File: src/rtl/kws_argmax_detector.sv
// kws_argmax_detector
//
// Captures one fully connected output vector per frame and scans it serially,
// one class per cycle, to find the highest-scoring class. The lowest index
// wins a tie. The winner must be strictly above a per-frame threshold, and the
// same class must win HOLD_COUNT frames in a row before a one-cycle detect
// pulse is raised.
//
// Ports:
//   clk          clock, rising edge
//   rst_n        asynchronous active-low reset
//   data_in      FC scores, class k at [k*ACTIV_BITS +: ACTIV_BITS]
//   data_valid   frame strobe, sampled only while idle
//   threshold    minimum score, latched together with data_in
//   busy         high while a frame is being processed
//   class_out    winning class index of the last frame
//   max_value    winning score of the last frame
//   class_valid  one-cycle pulse when class_out/max_value update
//   detect       one-cycle pulse, coincident with class_valid, keyword confirmed
//   streak       consecutive above-threshold wins, saturating at HOLD_COUNT
module kws_argmax_detector #(
  parameter int unsigned NUM_CLASSES = 64,
  parameter int unsigned ACTIV_BITS  = 16,
  parameter int unsigned CLASS_BITS  = 6,
  parameter int unsigned HOLD_COUNT  = 3
) (
  input  logic                              clk,
  input  logic                              rst_n,
  input  logic [NUM_CLASSES*ACTIV_BITS-1:0] data_in,
  input  logic                              data_valid,
  input  logic [ACTIV_BITS-1:0]             threshold,
  output logic                              busy,
  output logic [CLASS_BITS-1:0]             class_out,
  output logic [ACTIV_BITS-1:0]             max_value,
  output logic                              class_valid,
  output logic                              detect,
  output logic [CLASS_BITS-1:0]             streak
);

  localparam logic [CLASS_BITS-1:0] LastIdx = CLASS_BITS'(NUM_CLASSES - 1);
  localparam logic [CLASS_BITS-1:0] HoldCnt = CLASS_BITS'(HOLD_COUNT);

  typedef enum logic [1:0] {StIdle, StScan, StDone} state_e;

  state_e                  state_q, state_d;
  logic [ACTIV_BITS-1:0]   buf_q [NUM_CLASSES];
  logic [ACTIV_BITS-1:0]   thr_q, thr_d;
  logic [CLASS_BITS-1:0]   idx_q, idx_d;
  logic [ACTIV_BITS-1:0]   best_val_q, best_val_d;
  logic [CLASS_BITS-1:0]   best_idx_q, best_idx_d;
  logic [CLASS_BITS-1:0]   class_out_q, class_out_d;
  logic [ACTIV_BITS-1:0]   max_value_q, max_value_d;
  logic                    class_valid_q, class_valid_d;
  logic                    detect_q, detect_d;
  logic [CLASS_BITS-1:0]   streak_q, streak_d;
  logic [CLASS_BITS-1:0]   last_class_q, last_class_d;

  logic                    capture;
  logic [ACTIV_BITS-1:0]   cur_val;
  logic                    hit;
  logic                    same_class;

  assign capture    = (state_q == StIdle) && data_valid;
  assign cur_val    = buf_q[idx_q];
  assign hit        = best_val_q > thr_q;
  assign same_class = best_idx_q == last_class_q;

  // Frame buffer has no reset: its contents only matter after a capture.
  always_ff @(posedge clk) begin
    if (capture) begin
      for (int k = 0; k < NUM_CLASSES; k++) begin
        buf_q[k] <= data_in[k*ACTIV_BITS +: ACTIV_BITS];
      end
    end
  end

  always_ff @(posedge clk or negedge rst_n) begin
    if (!rst_n) begin
      state_q       <= StIdle;
      thr_q         <= '0;
      idx_q         <= '0;
      best_val_q    <= '0;
      best_idx_q    <= '0;
      class_out_q   <= '0;
      max_value_q   <= '0;
      class_valid_q <= 1'b0;
      detect_q      <= 1'b0;
      streak_q      <= '0;
      last_class_q  <= '0;
    end else begin
      state_q       <= state_d;
      thr_q         <= thr_d;
      idx_q         <= idx_d;
      best_val_q    <= best_val_d;
      best_idx_q    <= best_idx_d;
      class_out_q   <= class_out_d;
      max_value_q   <= max_value_d;
      class_valid_q <= class_valid_d;
      detect_q      <= detect_d;
      streak_q      <= streak_d;
      last_class_q  <= last_class_d;
    end
  end

  always_comb begin
    state_d       = state_q;
    thr_d         = thr_q;
    idx_d         = idx_q;
    best_val_d    = best_val_q;
    best_idx_d    = best_idx_q;
    class_out_d   = class_out_q;
    max_value_d   = max_value_q;
    class_valid_d = 1'b0;
    detect_d      = 1'b0;
    streak_d      = streak_q;
    last_class_d  = last_class_q;

    unique case (state_q)
      StIdle: begin
        if (data_valid) begin
          thr_d      = threshold;
          idx_d      = '0;
          best_val_d = '0;
          best_idx_d = '0;
          state_d    = StScan;
        end
      end

      StScan: begin
        // Strict compare keeps the lowest index on ties.
        if (cur_val > best_val_q) begin
          best_val_d = cur_val;
          best_idx_d = idx_q;
        end
        idx_d = idx_q + 1'b1;
        if (idx_q == LastIdx) begin
          state_d = StDone;
        end
      end

      StDone: begin
        class_out_d   = best_idx_q;
        max_value_d   = best_val_q;
        class_valid_d = 1'b1;
        state_d       = StIdle;
        if (hit) begin
          if (same_class) begin
            streak_d = (streak_q >= HoldCnt) ? HoldCnt : streak_q + 1'b1;
            // Fire only on the transition into saturation, not while held there.
            detect_d = (streak_q < HoldCnt) && (streak_q + 1'b1 == HoldCnt);
          end else begin
            streak_d     = CLASS_BITS'(1);
            last_class_d = best_idx_q;
            // A new run reaches HOLD_COUNT immediately only when HOLD_COUNT is 1.
            detect_d     = (HoldCnt == CLASS_BITS'(1));
          end
        end else begin
          streak_d = '0;
        end
      end

      default: state_d = StIdle;
    endcase
  end

  assign busy        = state_q != StIdle;
  assign class_out   = class_out_q;
  assign max_value   = max_value_q;
  assign class_valid = class_valid_q;
  assign detect      = detect_q;
  assign streak      = streak_q;

endmodule

File: config.mk
export PLATFORM = sky130hd
export DESIGN_NAME = kws_argmax_detector
export DESIGN_NICKNAME = d
export VERILOG_FILES = /design/src/rtl/kws_argmax_detector.sv
export SDC_FILE = /design/constraint.sdc
export NUM_CORES = 1
export LEC_CHECK = 0
export ABC_CLOCK_PERIOD_IN_PS = 30700
export CORE_AREA = 2 2 418 420
export DETAILED_ROUTE_END_ITERATION = 7
export DIE_AREA = 0 0 420 422
export GPL_ROUTABILITY_DRIVEN = 1
export GPL_TIMING_DRIVEN = 0
export HOLD_SLACK_MARGIN = 0.08
export PLACE_DENSITY = 0.58
export SKIP_CTS_REPAIR_TIMING = 1
export SYNTH_ARGS = -nofsm -noshare
export SYNTH_HDL_FRONTEND = slang
export SYNTH_SLANG_ARGS = --single-unit
File: constraint.sdc
create_clock -name clk -period 30.7 [get_ports clk]
set_input_delay 6.14 -clock clk [delete_from_list [all_inputs] [get_ports clk]]
set_output_delay 6.14 -clock clk [all_outputs]
set_load 0.02 [all_outputs]
* After elaboration in Yosys (flattened, before gate mapping) *
Memories as Yosys holds them, arrays and structs flattened.
Index checks and enable logic that the tools add are counted.

cells by class
  bitwise logic cells = 1
  $lt $le $gt $ge = 4
  equal/unequal tests = 8
  reduce and logical (&&, ||, !) cells = 10
  muxes and demuxes = 19
  add/sub/neg operators = 2

operators with widths
  kind                                                               count
  greater-than comparator 16 bit                                     2
  2-to-1 mux 16 bit                                                  2
  one-hot mux 16 bit (2 select lines)                                1
  2-to-1 mux 6 bit                                                   5
  one-hot mux 6 bit (2 select lines)                                 2
  adder 6 x 1 -> 6 bit, second input constant                        2
  == test 6 x 2 -> 1 bit, second input constant                      1
  == test 6 bit                                                      1
  == test 6 bit, second input constant                               1
  greater-or-equal comparator 6 x 2 -> 1 bit, second input constant  1
  < comparator 6 x 2 -> 1 bit, second input constant                 1
  2-to-1 mux 1 bit                                                   6
  inequality test 2 bit, second input constant                       3
  AND reduction 2 bit                                                3
  AND reduction 3 bit                                                2
  2-to-1 mux 2 bit                                                   2
  one-hot mux 2 bit (2 select lines)                                 1
  nonzero test 2 bit                                                 2
  == test 2 x 1 -> 1 bit, second input constant                      1
  == test 2 bit, second input constant                               1
  logical AND 1 bit                                                  2
  zero test 2 bit                                                    1
  inverter 1 bit                                                     1

storage, ports and cells
  register bits = 82
  input port bits = 1,043
  memories kept = 1
  output and inout bits = 31
  word-level logic and storage cells = 56
  RAM bits = 1,024

memories
  memory  depth  width  read ports  clocked after memory_dff  wr ports  line  text
  buf_q   64     16     1           0                         64        46    logic [ACTIV_BITS-1:0] buf_q [NUM_CLASSES];

* Longest topological paths before layout *
Gate-level depths: netlist (run 1).

  word-level depth = 6
  mapped depth = 20
  depth with buffers taken out = 14

* Worst setup path after synthesis (run 1) *
No wires, ideal clock.

  path type = input-to-reg
  start = in data_valid
  end = mem buf_q[0][0] (enable)
  data arrival time = 34,218 ps
  required time = 28,916 ps
  library setup time = 1,784 ps
  path buffers = 2
  path slack = -5,301 ps
  stages on the path = 4
  cells stage by stage = nand2_1 inv_2 clkbuf_1 buf_1

RTL lines
  element          line  text
  start, declared  30    input logic data_valid,
  end, declared    46

==> results.md, run 1 <==
- First-pass GRT wire length: 228000 µm
- Clk sinks: 1106
- Total track usage: 19.2%
- Most frequent cells in the layout: clkdlybuf4s50_1 (1072), edfxtp_1 (1024), mux4_2 (230), clkbuf_16 (119), a22oi_1 (104)
- Crit path max-delay cell type: buf_8
- Fillers: about 16000
- Number of global-route vias before repair: 26400
- Core Footprint: 173000 µm²
- Total Neg Setup Slack: 0 ps
- Dpl ws: 21080 ps
- Largest net degree at the start of global routing: 125
- Tcrit/Tclk final: 28.8%
- Hold WS: around 480 ps
- Max stage delay on crit path: 510 ps
- Worst path cell trace: clkdlybuf4s50_1 -> nand2_1 -> inv_2 -> clkbuf_1 -> buf_8 -> buf_16 -> buf_16 -> buf_16
- Slew Limit Fails: 0
- Synthesis-to-finish area growth: 42.2%
- Peak VDD IR: 0.0559 mV
- Synth Instances: 2067
- Fmax: 0.113 GHz
- Leak: 20.2 nW
- Slew @ Worst Pin: 1360 ps
- Final ANT Viol Nets: 0
- Reg2Reg Depth: 16
- Syn_nets: about 3100
- Critical path required time: 31080 ps
- Mean Syn Cell Area: a little over 20 µm²
- Die area: 177000 µm²
- Final wirelength: roughly 180000 µm
- Detailed Place HPWL: about 140000 µm
- DRT Pass-1 Iters: 5
- Most common cell after layout, fill and taps aside: clkdlybuf4s50_1
- Crit path launch type: input port
- Skew-Pair Late Insertion Delay: approximately 770 ps
- Initial antenna violation count: 62
- Primary FF master, synth: edfxtp_1
- Initial core utilization: about a quarter
- Clock tree from TritonCTS: yes
- Status: completed
- Most used cell, CP: buf_16
- Via Count: 26000
- Routed len/inst: between 30 and 40 µm
- GP Congestion: 0.889
- Layout cells sized above 1: 15.1%
- Post-DP Area: 56800 µm²
- Part of the Yosys area used for sequential elements: 76.6%
- Multi-input logic area: between 9000 and 10000 µm²
- Crit. End Element: register
- Rel. slew slack: 9.40%
- Skew final: 55.6 ps
- Hold WC Path Type: register to register
- FF-to-FF setup slack: 23980 ps
- Post-synth EDFFs: 1024
- Post-layout min period: 8850 ps
- IO Pins: 1074
- Row Count: 153
- RSZ-0062 raised after global routing: false
- Final core occ: 35.2%
- Worst Setup EP: buf_q[20][13]$_DFFE_PP_
- Final setup viols: 0
- Drt drc: 0
- IO buf count: 1073
- Reg2reg start: idx_q[4]$_DFFE_PN0P_
- Setup WS post-layout: 21850 ps
- Num CTS Buffers: between 100 and 150
- Max-cap violations: 0
- Worst r2r dst: best_val_q[13]$_DFFE_PN0P_
- Synth async-reset ratio: 7.41%
- Post-layout instance area: approximately 60000 µm²
- Crit Path Class: input port to register
- Root Driver: clkbuf_16
- Cell area power density: 79.5 nW/µm²
- Critical path fanouts, max: between 100 and 150
- H-tree lvl count: 3
- Distinct cells, synth: 49
- Die X-Extent: 420 µm
- Fin nets: 4352
- Final hold violation count: 0
- Clock-pin slew on the worst setup and hold paths: 60 ps
- DR iter-0 viols: between 3000 and 4000
- Hold-critical path depth: 2
- CTS max path bufs: 3
- Synthesis-stage register bit count: 1106
- Worst EP arrival: 9230 ps
- Yosys warnings: 0
- Die H: 422 µm
- Sequential cell area: 32800 µm²
- Worst setup path start: data_valid
- Mapped cell area: 42800 µm²
- Post-DR vias/cell: 4.54
- Total gr overflow: 0
-- layout make-up --
| class | count | share of cell area (%) |
|---|---|---|
| Antenna cell | 30 | 0.123 |
| Clock buffer | 138 | 5.07 |
| Buffer | 112 | 0.986 |
| Inverter | 36 | 0.222 |
| Tap cell | 2325 | 4.78 |
| Clock inverter | 82 | 1.50 |
| Multi-Input combinational cell | 813 | 15.3 |
| Sequential cell | 1106 | 53.8 |
| Timing Repair Buffer | 1087 | 18.2 |
-- how the worst min path moves through the flow --
stage	start	end	slack [ps]
floorplan	thr_q[0]$_DFFE_PN0P_	thr_q[0]$_DFFE_PN0P_	450
global placement	max_value[10]$_DFFE_PN0P_	max_value[10]$_DFFE_PN0P_	470
detailed placement	class_out[3]$_DFFE_PN0P_	class_out[3]$_DFFE_PN0P_	470
CTS	class_out[3]$_DFFE_PN0P_	class_out[3]$_DFFE_PN0P_	490
global route	class_out[3]$_DFFE_PN0P_	class_out[3]$_DFFE_PN0P_	510
finish	class_out[3]$_DFFE_PN0P_	class_out[3]$_DFFE_PN0P_	480
-- where the power goes --
group | total, W | internal [W] | switching (W)
Combinational | 0.00159 | 0.000678 | 0.000912
Clock | 0.00149 | 0.000856 | 0.000631
Sequential | 0.00176 | 0.00173 | 0.0000321
-- kinds of logic (layout without fill, tap and decap cells) --
group	after synthesis	after routing	synth area share, %
flip-flops	1106	1106	76.6
multiplexers	324	324	14.4
AO/OA/AOI/OAI	267	267	4.10
AND/OR/NAND/NOR	180	180	2.05
buffers and inverters	148	1455	1.69
adder cells (fa/ha/maj)	35	35	1.02
XOR/XNOR	7	7	0.143
other	0	30	0
-- routing by layer --
metal  vias to the layer above  track usage (%)  wire (µm)  part of all wire (%)
met5                         -                0        184                  0.10
met4                        30             5.06       3890                   2.2
met2                      1319             33.5      90200                    51
li1                      11000                -          -                     -
met3                       234             4.79      15500                   8.8
met1                     13400             23.6      66000                    38
-- worst max-delay path: cells and delay by family --
| family | cells | cell delay [ps] |
|---|---|---|
| buf+inv | 7 | 2660 |
| simple gates | 1 | 80 |
-- synthesized netlist by cell type (all sizes together), types with 36 or more instances --
cell / number / share of area [%]
edfxtp: 1024 / 72
mux2i: 57 / 1.3
inv: 36 / 0.32
mux2: 37 / 0.97
a21oi: 64 / 0.75
o21ai: 46 / 0.54
dfrtp: 82 / 4.8
buf: 50 / 0.83
mux4: 230 / 12
clkbuf: 62 / 0.54
nand2: 93 / 0.82
a22oi: 104 / 1.8
-- flip-flops by register name, indices dropped and copies added, names as in the netlist --
register	cells
state_q	2
class_out	6
max_value	16
best_idx_q	6
best_val_q	16
streak	6
thr_q	16
idx_q	6
detect	1
class_valid	1
last_class_q	6
buf_q	1024
-- metrics by stage --
stage                     power [W]  instances
after floorplan             0.00270       2067
after global placement      0.00346       5465
after detailed placement    0.00343       5479
after CTS                   0.00492       5699
after global routing        0.00504       5718
final                       0.00484       5729
(Power assumes the default switching activity.)
==> run 2: changes to the inputs <==
--- a/config.mk
+++ b/config.mk
@@ -5,14 +5,14 @@
 export SDC_FILE = /design/constraint.sdc
 export NUM_CORES = 1
 export LEC_CHECK = 0
-export ABC_CLOCK_PERIOD_IN_PS = 30700
+export ABC_CLOCK_PERIOD_IN_PS = 9100
 export CORE_AREA = 2 2 418 420
 export DETAILED_ROUTE_END_ITERATION = 7
 export DIE_AREA = 0 0 420 422
 export GPL_ROUTABILITY_DRIVEN = 1
 export GPL_TIMING_DRIVEN = 0
 export HOLD_SLACK_MARGIN = 0.08
-export PLACE_DENSITY = 0.58
+export PLACE_DENSITY = 0.56
 export SKIP_CTS_REPAIR_TIMING = 1
 export SYNTH_ARGS = -nofsm -noshare
 export SYNTH_HDL_FRONTEND = slang
==> constraint.sdc (replaced) <==
create_clock -name clk -period 9.1 [get_ports clk]
set_input_delay 1.82 -clock clk [delete_from_list [all_inputs] [get_ports clk]]
set_output_delay 1.82 -clock clk [all_outputs]
set_load 0.02 [all_outputs]
==> run 2 against run 1 <==
Compared with the run above:
- final area is 0.36% higher
- sequential share of layout area decreased by 0.19 points
- cell count up 0.24%
==> results.md, run 2 (synthesis gave the netlist of run 1 again) <==
- Status: completed
- Drt drc: 0
- Most common cell after layout, fill and taps aside: clkdlybuf4s50_1
- Dpl ws: roughly 2100 ps
- Seq pwr share: 36.0%
- Row Count: between 150 and 200
- Net Sw Frac: 32.5%
- Slew @ Worst Pin: 1240 ps
- Largest net degree at the start of global routing: 129
- Clock network fraction of total power: a little under a third
- IO Pins: between 1000 and 1500
- Flip-flop count of the largest register after layout: 1024
- Clock tree from TritonCTS: yes
- Peak VDD IR: 0.172 mV
- Skew final: between 40 and 50 ps
- DRT Pass-1 Iters: 5
- Post-layout instance area: 61100 µm²
- Post-DR vias/cell: 4.56
- Crit Path Class: register to register
- Layout cells sized above 1: between 10% and 20%
- Num CTS Buffers: between 100 and 150
- Crit. End Element: register
- Routed len/inst: 30.7 µm
- Die area: roughly 180000 µm²
- Die H: 422 µm
- Worst EP arrival: 7060 ps
- Total track usage: 19.4%
- Total gr overflow: 0
- Hold WC Path Type: register to register
- Final hold violation count: 0
- Reg2reg start: idx_q[1]$_DFFE_PN0P_
- CTS max path bufs: 3
- Fmax: 0.156 GHz
- Cell area power density: 271 nW/µm²
- Most frequent cells in the layout: clkdlybuf4s50_1 (1072), edfxtp_1 (1024), mux4_2 (230), clkbuf_16 (132), a22oi_1 (104)
- Initial antenna violation count: 72
- Critical path required time: ~9700 ps
- Tcrit/Tclk final: 70.6%
- Post-layout min period: approximately 6400 ps
- Hold WS: approximately 480 ps
- Leak: roughly 20 nW
- Fin cells: 5743
- Slew Limit Fails: 0
- Reg with most FFs: buf_q
- Skew-Pair Late Insertion Delay: 800 ps
- Final ANT Viol Nets: 0
- Final setup viols: 0
- Clock-pin slew on the worst setup and hold paths: ~60 ps
- Max-cap violations: 0
- DR iter-0 viols: slightly above 3000
- Synthesis-to-finish area growth: 42.8%
- Final wirelength: 176000 µm
- Inst Count DP: roughly 5500
- GP Congestion: 0.852
- Core Footprint: 173000 µm²
- Number of global-route vias before repair: 27000
- Reg2Reg Depth: 18
- Rel. slew slack: 17.4%
- Fin nets: 4362
- Detailed Place HPWL: about 140000 µm
- Critical path fanouts, max: 11
- Clk sinks: 1106
- RSZ-0062 raised after global routing: false
- First-pass GRT wire length: 231000 µm
- IO buf count: 1073
- Hold-critical path depth: 2
- HP Start: class_out[5]$_DFFE_PN0P_
- Post-DP Area: 56800 µm²
- Die X-Extent: 420 µm
- Sw Pwr: about 0.0054 W
- Combinational Power Share: 32.1%
- H-tree lvl count: 4
- Initial core utilization: 24.8%
- Root Driver: clkbuf_16
- Pint: 0.0112 W
- Crit path launch type: register
- Setup WS post-layout: 2680 ps
- Worst setup path start: idx_q[1]$_DFFE_PN0P_
- Via Count: roughly 26000
==> run 2: worst paths after layout <==
kind	endpoint	slack [ps]
min in group asynchronous	class_out[5]$_DFFE_PN0P_	980
worst min register to register	class_out[5]$_DFFE_PN0P_	480
worst max-delay path	best_val_q[14]$_DFFE_PN0P_	2680
worst max register to register	best_val_q[14]$_DFFE_PN0P_	2680
worst min-delay path	class_out[5]$_DFFE_PN0P_	480
max in group asynchronous	best_val_q[14]$_DFFE_PN0P_	7500
==> run 2: power groups by stage <==
stage	sequential (W)	combinational, W	clock (W)
after CTS	0.00595	0.00548	0.00539
after global placement	0.00611	0.00539	0
final	0.00595	0.00531	0.00528
after floorplan	0.00604	0.00296	0
after detailed placement	0.00605	0.00545	0
after global routing	0.00597	0.00569	0.00558
==> run 2: worst max-delay path, cell delays in order, from the launching register on <==
cell and delay, ps:
dfrtp_1 350, buf_2 370, buf_2 420, buf_2 580, buf_2 550, mux4_2 320
mux2i_1 90, nand2_1 120, nand2_1 90, o32ai_1 940, ha_1 400, and3_1 170
a221o_1 370, a221o_1 360, nand2_1 80, o211ai_1 90, o211ai_1 200, buf_2 370
mux2_2 380
==> run 2: final cells by class <==
| type | count | area [µm²] |
|---|---|---|
| Antenna cell | 33 | 82.6 |
| Buffer | 112 | 601 |
| Clock buffer | 157 | 3410 |
| Clock inverter | 76 | 847 |
| Fill cell | 16300 | 112000 |
| Inverter | 36 | 135 |
| Multi-Input combinational cell | 813 | 9320 |
| Sequential cell | 1106 | 32800 |
| Tap cell | 2325 | 2910 |
| Timing Repair Buffer | 1085 | 11000 |
==> run 2: metrics by stage <==
stage          total power [W]  setup TNS [ps]  util, %
3_5_place_dp            0.0115               0     32.9
2_1_floorplan          0.00899               0        -
5_1_grt                 0.0172               0     35.4
6_report                0.0165               0     35.4
4_1_cts                 0.0168               0     35.3
3_3_place_gp            0.0115        -1314900     32.7
==> run 2: per-layer routing <==
metal  up-vias  wire length (µm)  track usage [%]
li1      11000                 -                -
met1     13500             66400             23.4
met2      1335             89600             33.5
met3       277             15100             5.17
met4        42              4900             6.46
met5         -               257                0
